**config.mk**
```make
export PLATFORM = sky130hd
export DESIGN_NAME = apb_rr_master_arb
export DESIGN_NICKNAME = d
export VERILOG_FILES = /design/src/rtl/apb_rr_master_arb.sv
export SDC_FILE = /design/constraint.sdc
export NUM_CORES = 1
export LEC_CHECK = 0
export CAP_MARGIN = 20
export CORE_ASPECT_RATIO = 0.6
export CORE_UTILIZATION = 35
export CTS_CLUSTER_SIZE = 25
export DETAILED_ROUTE_END_ITERATION = 6
export GPL_TIMING_DRIVEN = 0
export PLACE_DENSITY_LB_ADDON = 0.1
export SLEW_MARGIN = 20
export SYNTH_ARGS = -nofsm -noshare
export SYNTH_HDL_FRONTEND = slang
export SYNTH_SLANG_ARGS = --single-unit
```
**constraint.sdc**
```tcl
create_clock -name pclk -period 1.75 [get_ports pclk]
set_clock_uncertainty 0.1 [all_clocks]
set_input_delay 0.175 -clock pclk [delete_from_list [all_inputs] [get_ports pclk]]
set_output_delay 0.175 -clock pclk [all_outputs]
set_load 0.03 [all_outputs]
```
**src/rtl/apb_rr_master_arb.sv**
```systemverilog
// Round-robin arbiter feeding one APB master port. Grant -> SETUP 1 cycle -> ACCESS >=1 cycle -> response 1 cycle later.
// Backpressure: requesters hold req_valid until req_ready; one transfer in flight; ACCESS aborts after TIMEOUT cycles without pready.
module apb_rr_master_arb #(
  parameter int NREQ    = 4,
  parameter int AW      = 8,
  parameter int DW      = 32,
  parameter int TIMEOUT = 16
) (
  input  logic               pclk,
  input  logic               presetn,
  input  logic [NREQ-1:0]    req_valid,
  input  logic [NREQ-1:0]    req_write,
  input  logic [NREQ*AW-1:0] req_addr,
  input  logic [NREQ*DW-1:0] req_wdata,
  output logic [NREQ-1:0]    req_ready,
  output logic [NREQ-1:0]    rsp_valid,
  output logic [DW-1:0]      rsp_rdata,
  output logic               rsp_err,
  output logic               psel,
  output logic               penable,
  output logic               pwrite,
  output logic [AW-1:0]      paddr,
  output logic [DW-1:0]      pwdata,
  input  logic [DW-1:0]      prdata,
  input  logic               pready,
  input  logic               pslverr
);

  localparam int IW = $clog2(NREQ);
  localparam int CW = $clog2(TIMEOUT);

  typedef enum logic [1:0] {IDLE, SETUP, ACCESS} state_t;

  state_t          state;
  logic [IW-1:0]   ptr;
  logic [IW-1:0]   gnt;
  logic [IW-1:0]   gnt_sel;
  logic [IW-1:0]   idx;
  logic            gnt_found;
  logic [CW-1:0]   wait_cnt;

  // Scan downwards so the requester closest to ptr is the last (winning) assignment.
  always_comb begin
    gnt_found = 1'b0;
    gnt_sel   = '0;
    idx       = '0;
    for (int k = NREQ - 1; k >= 0; k--) begin
      idx = (int'(ptr) + k >= NREQ) ? IW'(int'(ptr) + k - NREQ) : IW'(int'(ptr) + k);
      if (req_valid[idx]) begin
        gnt_found = 1'b1;
        gnt_sel   = idx;
      end
    end
  end

  // Gated by presetn so nothing is accepted while the block is held in reset.
  always_comb begin
    req_ready = '0;
    if (presetn && state == IDLE && gnt_found) begin
      req_ready[gnt_sel] = 1'b1;
    end
  end

  always_ff @(posedge pclk or negedge presetn) begin
    if (!presetn) begin
      state     <= IDLE;
      ptr       <= '0;
      gnt       <= '0;
      wait_cnt  <= '0;
      psel      <= 1'b0;
      penable   <= 1'b0;
      pwrite    <= 1'b0;
      paddr     <= '0;
      pwdata    <= '0;
      rsp_valid <= '0;
      rsp_err   <= 1'b0;
      rsp_rdata <= '0;
    end else begin
      rsp_valid <= '0;
      rsp_err   <= 1'b0;
      rsp_rdata <= '0;
      case (state)
        IDLE: begin
          if (gnt_found) begin
            gnt    <= gnt_sel;
            pwrite <= req_write[gnt_sel];
            paddr  <= req_addr[gnt_sel*AW +: AW];
            pwdata <= req_wdata[gnt_sel*DW +: DW];
            psel   <= 1'b1;
            state  <= SETUP;
          end
        end
        SETUP: begin
          penable  <= 1'b1;
          wait_cnt <= '0;
          state    <= ACCESS;
        end
        ACCESS: begin
          // pready wins over the timeout when both land on the same cycle.
          if (pready || wait_cnt == CW'(TIMEOUT - 1)) begin
            rsp_valid[gnt] <= 1'b1;
            rsp_err        <= pready ? pslverr : 1'b1;
            rsp_rdata      <= (pready && !pwrite) ? prdata : '0;
            ptr            <= (gnt == IW'(NREQ - 1)) ? '0 : gnt + 1'b1;
            psel           <= 1'b0;
            penable        <= 1'b0;
            pwrite         <= 1'b0;
            paddr          <= '0;
            pwdata         <= '0;
            state          <= IDLE;
          end else begin
            wait_cnt <= wait_cnt + 1'b1;
          end
        end
        default: state <= IDLE;
      endcase
    end
  end

endmodule

```
==> results.yml, run 1 <==
run:
  maxCapViolCount: 0
clocking:
  cts_buffers: 9
  cts_tree: "yes"
  clockBufferDepth: 2
  cts_hold_buffers: 3
  cts.sink_count: 90
  cts_root_buf: "clkbuf_16"
  clkTransAtPathRegs_ps: 60
  htree_num_levels: 3
  clkLatencyLatePin_ps: 330
timing:
  fin_crit_sh_pct: 123
  drv_slew: 0
  fmax_mhz: 466
  rsz0062_at_grt: "true"
  hold_slack_ps: -120
  slew_headroom_pct: 34.2
  max_slew.worst_pin.slew_ps: 983
  final.min_clock_period_ps: 2150
  hold_viol_final: 71
  fin_ws_ps: -397
  finalSetupViolCount: 45
run_status:
  violations: "hold timing, setup timing"
  outcome: "finished with violations"
route:
  viasPerCell: 5.00
  vias: 4960
  routed_wl_mm: 18.0
  wl_per_cell_um: 18.1
  drc_errors: 0
  postRouteAntennaNets: 0
  dr.pass1.iters: 4
  drt_iter0_markers: 148
global_routing:
  grt_first_pass_wirelength_mm: 26.7
  gr-total-overflow: 0
  grt_max_degree: 74
  antenna_found_initial: 0
  grt_pass1_vias: 4993
  track_usage_pct: 23.9
floorplanning:
  die_h_um: 94.8
  dieWidth_um: 157
  rows: 33
  start_util_pct: 36.3
  die_area_mm2: 0.0148
  ios: 288
  core_mm2: 0.0138
critical_path:
  cp_max_fo: 6
  worstSetupPathType: "flip-flop to primary output"
  crit_required_ps: 1470
  arrival_ps: 1870
  start_kind: "flip-flop"
  critPathCaptureType: "primary output"
placed_design:
  portBuffers: 287
  dp.final_hpwl_mm: 13.3
  place_ws_ps: -1100
  placed_area_mm2: 0.00820
  gp_congestion: 0.808
layout:
  n_antenna_cell: 0
  postLayoutCellArea_mm2: 0.00916
  num-nets-final: 1004
  area_growth_pct: 82.3
  nFillCells: 1031
  drive_above_1_share_pct: 22.8
power:
  irDropWorstVdd_mv: 0.825
  switching_power_uw: 5100
  switching_share_pct: 41.1
  p_clk_share_pct: 15.1
  combPwrFrac_pct: 59.9
  p_per_area_mw_per_mm2: 1360
  leakage_uw: 0.00400
  p_seq_share_pct: 25.0
  total_power_uw: 12400
  p_int_uw: 7320
synthesis:
  synthesis.nets: 683
  yosysSeqAreaShare_pct: 44.8
  yosysWarnings: 0
  postSynthAreaPerCell_um2: 10.6
  synth.largest_area_cell: "dfrtp_1"
  yosysMostFrequentCell: "dfrtp_1"
  synth-edff-count: 0
  synth_cell_types: 44
  synth_top_area_share_pct: 44.8
  synthTopCellsByArea: "dfrtp_1, o211ai_2, mux2i_1, a21boi_0, and3_1"
  ys_seq_elements: 90
  async_reset_ff_share_pct: 100
  synthesis.area_mm2: 0.00502
  synth_ff_type: "dfrtp_1"
  yosys-top-cells-count: "dfrtp_1, nand2_1, mux2i_1"
  synth_cells: 474
worst_hold_path:
  hp-class: "primary input to async pin"
[layout make-up]
type	count	area (um^2)	share of cell area [%]
clock inverters	3	22.5	0.246
repair buffers	311	3180	34.7
flip-flops and latches	90	2260	24.6
well taps	192	240	2.62
multi-input cells	340	2810	30.7
plain buffers	37	359	3.92
clock buffers	13	260	2.84
inverters	6	27.5	0.301
[power by group through the flow]
stage / clock, uW / combinational, uW / sequential, uW
after floorplan: 0 / 2960 / 4150
after global placement: 0 / 6350 / 3100
after detailed placement: 0 / 6500 / 3130
after CTS: 1910 / 7200 / 3120
after global routing: 2010 / 7920 / 3180
final: 1880 / 7430 / 3100
[per-stage QoR]
step | util [%] | cells | setup TNS [ps]
floorplan | - | 474 | -1590
global placement | 59.0 | 953 | -331760
detailed placement | 59.2 | 954 | -48960
CTS | 65.0 | 986 | -13650
global route | 66.2 | 992 | -14940
finish | 66.2 | 992 | -11540
[path summary, 6_finish.rpt]
path                             from             to  slack (ps)  cells past startpoint
setup / recovery               ptr[1]   req_ready[0]        -400                      8
setup reg to reg               ptr[1]     pwdata[21]        -340                      8
min in group pclk          prdata[19]  rsp_rdata[19]         290                      2
hold reg to reg                  psel           psel         380                      2
max in group asynchronous     presetn      pwdata[7]         340                      4
hold / removal                presetn  rsp_rdata[29]        -120                      4
[state kept, by name (all words and copies together), names as in the netlist]
name       cells
gnt            2
psel           1
wait_cnt       4
rsp_err        1
pwdata        32
rsp_valid      4
paddr          8
penable        1
pwrite         1
rsp_rdata     32
ptr            2
state          2
[layer usage]
layer / vias up / routed length, um / track usage (%)
met3: 23 / 1140 / 5.51
met1: 2413 / 7580 / 29.8
li1: 2342 / - / -
met2: 182 / 8960 / 41.8
met4: 0 / 274 / 5.88
met5: - / 0 / 0
[cell usage in the layout (no fill, tap or decap), drive strengths merged, types with 2 or more instances in the layout]
cell and count:
o21ai 46, and2 36, o211ai 41, mux2i 42, inv 7, or3b 2
buf 50, clkinv 2, nor2 7, clkbuf 25, nand2 51, ha 5
nor3b 2, a21o 2, o22a 2, and3 41, a21boi 42, or3 2
dfrtp 90, a21oi 4, dlygate4sd2 2, bufbuf 3, nand3 4, clkdlybuf4s50 279
[worst max-delay path: stages (launching register included)]
cell and delay (ps):
dfrtp_2 440, mux2i_1 130, o22a_2 290, buf_8 150
nand2_8 70, buf_12 100, nand3_4 80, nor2_4 140
buf_6 140
[cells by family (layout without fill, tap and decap cells)]
logic type / count (synthesis) / after routing / share of synthesized area (%)
adder cells (fa/ha/maj): 5 / 5 / 1.25
AND/OR/NAND/NOR: 151 / 151 / 16.6
buffers and inverters: 44 / 370 / 6.03
multiplexers: 42 / 42 / 8.37
flip-flops: 90 / 90 / 44.8
AO/OA/AOI/OAI: 142 / 142 / 22.9
[what timing repair did]
item | in CTS | in global routing
hold endpoints to repair | 90 | 71
resized for setup | 105 | 40
setup buffers | 10 | 7
gates cloned | 3 | 0
pin swaps | 17 | 22
endpoints found under the setup margin | 78 | 51
No activity file was read; power rests on OpenSTA's default activity.
==> run 2, diff against run 1 <==
--- a/config.mk
+++ b/config.mk
@@ -8,10 +8,12 @@
 export CAP_MARGIN = 20
 export CORE_ASPECT_RATIO = 0.6
 export CORE_UTILIZATION = 35
+export CTS_BUF_LIST = sky130_fd_sc_hd__clkbuf_4 sky130_fd_sc_hd__clkbuf_8 sky130_fd_sc_hd__clkbuf_16
 export CTS_CLUSTER_SIZE = 25
 export DETAILED_ROUTE_END_ITERATION = 6
 export GPL_TIMING_DRIVEN = 0
 export PLACE_DENSITY_LB_ADDON = 0.1
+export REMOVE_ABC_BUFFERS = 1
 export SLEW_MARGIN = 20
 export SYNTH_ARGS = -nofsm -noshare
 export SYNTH_HDL_FRONTEND = slang
==> results.yml, run 2 (synthesis gave the netlist of run 1 again) <==
run_status:
  outcome: "finished with violations"
  violations: "setup timing"
critical_path:
  cp_max_fo: 4
  critPathCaptureType: "primary output"
  arrival_ps: 1800
  worstSetupPathType: "flip-flop to primary output"
  ff2ff_setup_slack_ps: -310
  crit_required_ps: 1470
  start_kind: "flip-flop"
route:
  viasPerCell: 5.43
  dr.pass1.iters: 4
  wl_per_cell_um: 23.4
  vias: 5378
  postRouteAntennaNets: 0
  drc_errors: 0
  drt_iter0_markers: 366
  routed_wl_mm: 23.2
layout:
  fin_util_pct: 68.3
  layout_commonest_cell: "clkdlybuf4s50_1"
  num-nets-final: 1004
  n_antenna_cell: 0
  area_growth_pct: 88.2
  layout_common_cells: "clkdlybuf4s50_1, dfrtp_1, nand2_1, o211ai_2, and2_1"
  postLayoutCellArea_mm2: 0.00945
  drive_above_1_share_pct: 24.8
  reg.largest.list: "pwdata: 32 flops, rsp_rdata: 32 flops, paddr: 8 flops"
  layoutNonFillerInstCount: 991
floorplanning:
  die_h_um: 94.8
  rows: 33
  start_util_pct: 36.3
  ios: 288
  dieWidth_um: 157
  die_area_mm2: 0.0148
  core_mm2: 0.0138
clocking:
  clockBufferDepth: 2
  clkLatencyLatePin_ps: 340
  cts_root_buf: "clkbuf_16"
  cts.sink_count: 90
  htree_num_levels: 3
  cts_buffers: 9
  clkTransAtPathRegs_ps: 70
  cts_tree: "yes"
global_routing:
  antenna_found_initial: 0
  grt_pass1_vias: 5179
  grt_first_pass_wirelength_mm: 31.2
  grt_max_degree: 74
  gr-total-overflow: 0
  track_usage_pct: 29.3
timing:
  final.min_clock_period_ps: 2080
  finalSetupViolCount: 47
  fin_ws_ps: -328
  rsz0062_at_grt: "true"
  max_slew.worst_pin.slew_ps: 653
  fin_crit_sh_pct: 119
  drv_slew: 0
  fin_setup_tns_ps: -11100
  fmax_mhz: 481
  hold_viol_final: 0
  slew_headroom_pct: 56.5
power:
  switching_power_uw: 5980
  combPwrFrac_pct: 61.5
  p_int_uw: 7720
  p_seq_share_pct: 23.0
  total_power_uw: 13700
  p_per_area_mw_per_mm2: 1450
  switching_share_pct: 43.6
  irDropWorstVdd_mv: 0.692
  p_clk_share_pct: 15.5
  leakage_uw: 0.00401
run:
  maxCapViolCount: 0
worst_hold_path:
  hp-class: "primary input to async pin"
placed_design:
  gp_congestion: 0.759
  placed_area_mm2: 0.00798
  dp.cells: 919
  dp.final_hpwl_mm: 11.4
  portBuffers: 287
-- run 2: cell types whose count changed in the layout (fill, tap and decap cells not counted), sizes merged, moves of 2 or more --
cell | previous run | this run
buf | 50 | 37
clkbuf | 25 | 13
o22a | 2 | 13
or3b | 2 | 11
nand2 | 51 | 57
bufbuf | 3 | 0
clkdlybuf4s50 | 279 | 276
bufinv | 0 | 2
-- run 2: what timing repair did --
action                                  in CTS  in global routing
buffers inserted                            19                 10
pin swaps                                   10                 31
hold buffers                                 1                  0
cloned                                      20                  9
endpoints found under the setup margin      68                 54
resized for setup                           81                102
hold endpoints to repair                    90                  0
-- run 2: cell type report --
| type | instances | area (um^2) |
|---|---|---|
| sequential | 90 | 2260 |
| fill | 1064 | 4380 |
| tap | 192 | 240 |
| clock inverter | 6 | 90.1 |
| timing repair buffer | 321 | 3290 |
| multi-input combinational | 367 | 3320 |
| inverter | 6 | 30.0 |
| clock buffer | 9 | 225 |
-- run 2: worst paths after layout --
kind / startpoint / to / depth (start not counted)
max in group asynchronous: presetn / pwdata[28] / 3
worst max register to register: ptr[1] / pwdata[22] / 7
worst min-delay path: presetn / pwdata[14] / 2
worst max-delay path: ptr[1] / req_ready[0] / 6
min in group pclk: pslverr / rsp_err / 3
worst min register to register: pwdata[16] / pwdata[16] / 2
-- run 2: critical path, cell delays in order, from the launching register on --
cell and delay (ps):
dfrtp_2 450, buf_6 150, a21oi_2 50, o21a_2 270, o22a_1 240, nor2_1 130, buf_4 170
-- run 2: routing by layer --
metal | share of wire, % | vias to the layer above | GRT usage [%]
met5 | 0 | - | 0
met4 | 1.5 | 0 | 9.80
met3 | 12 | 29 | 9.55
met2 | 46 | 301 | 46.1
met1 | 41 | 2634 | 37.9
li1 | - | 2414 | -
-- run 2: power groups by stage --
stage	Sequential, uW	Combinational [uW]	Clock, uW
finish	3150	8420	2120
global route	3220	8830	2250
CTS	3150	7480	2140
detailed placement	3150	6300	0
global placement	3100	5730	0
floorplan	4170	2530	0
-- run 2: through the flow --
stage	hold WS (ps)	setup slack, ps
global route	164	-412
floorplan	-221	-950
CTS	145	-365
global placement	368	-3600
finish	151	-328
detailed placement	-64.4	-1620
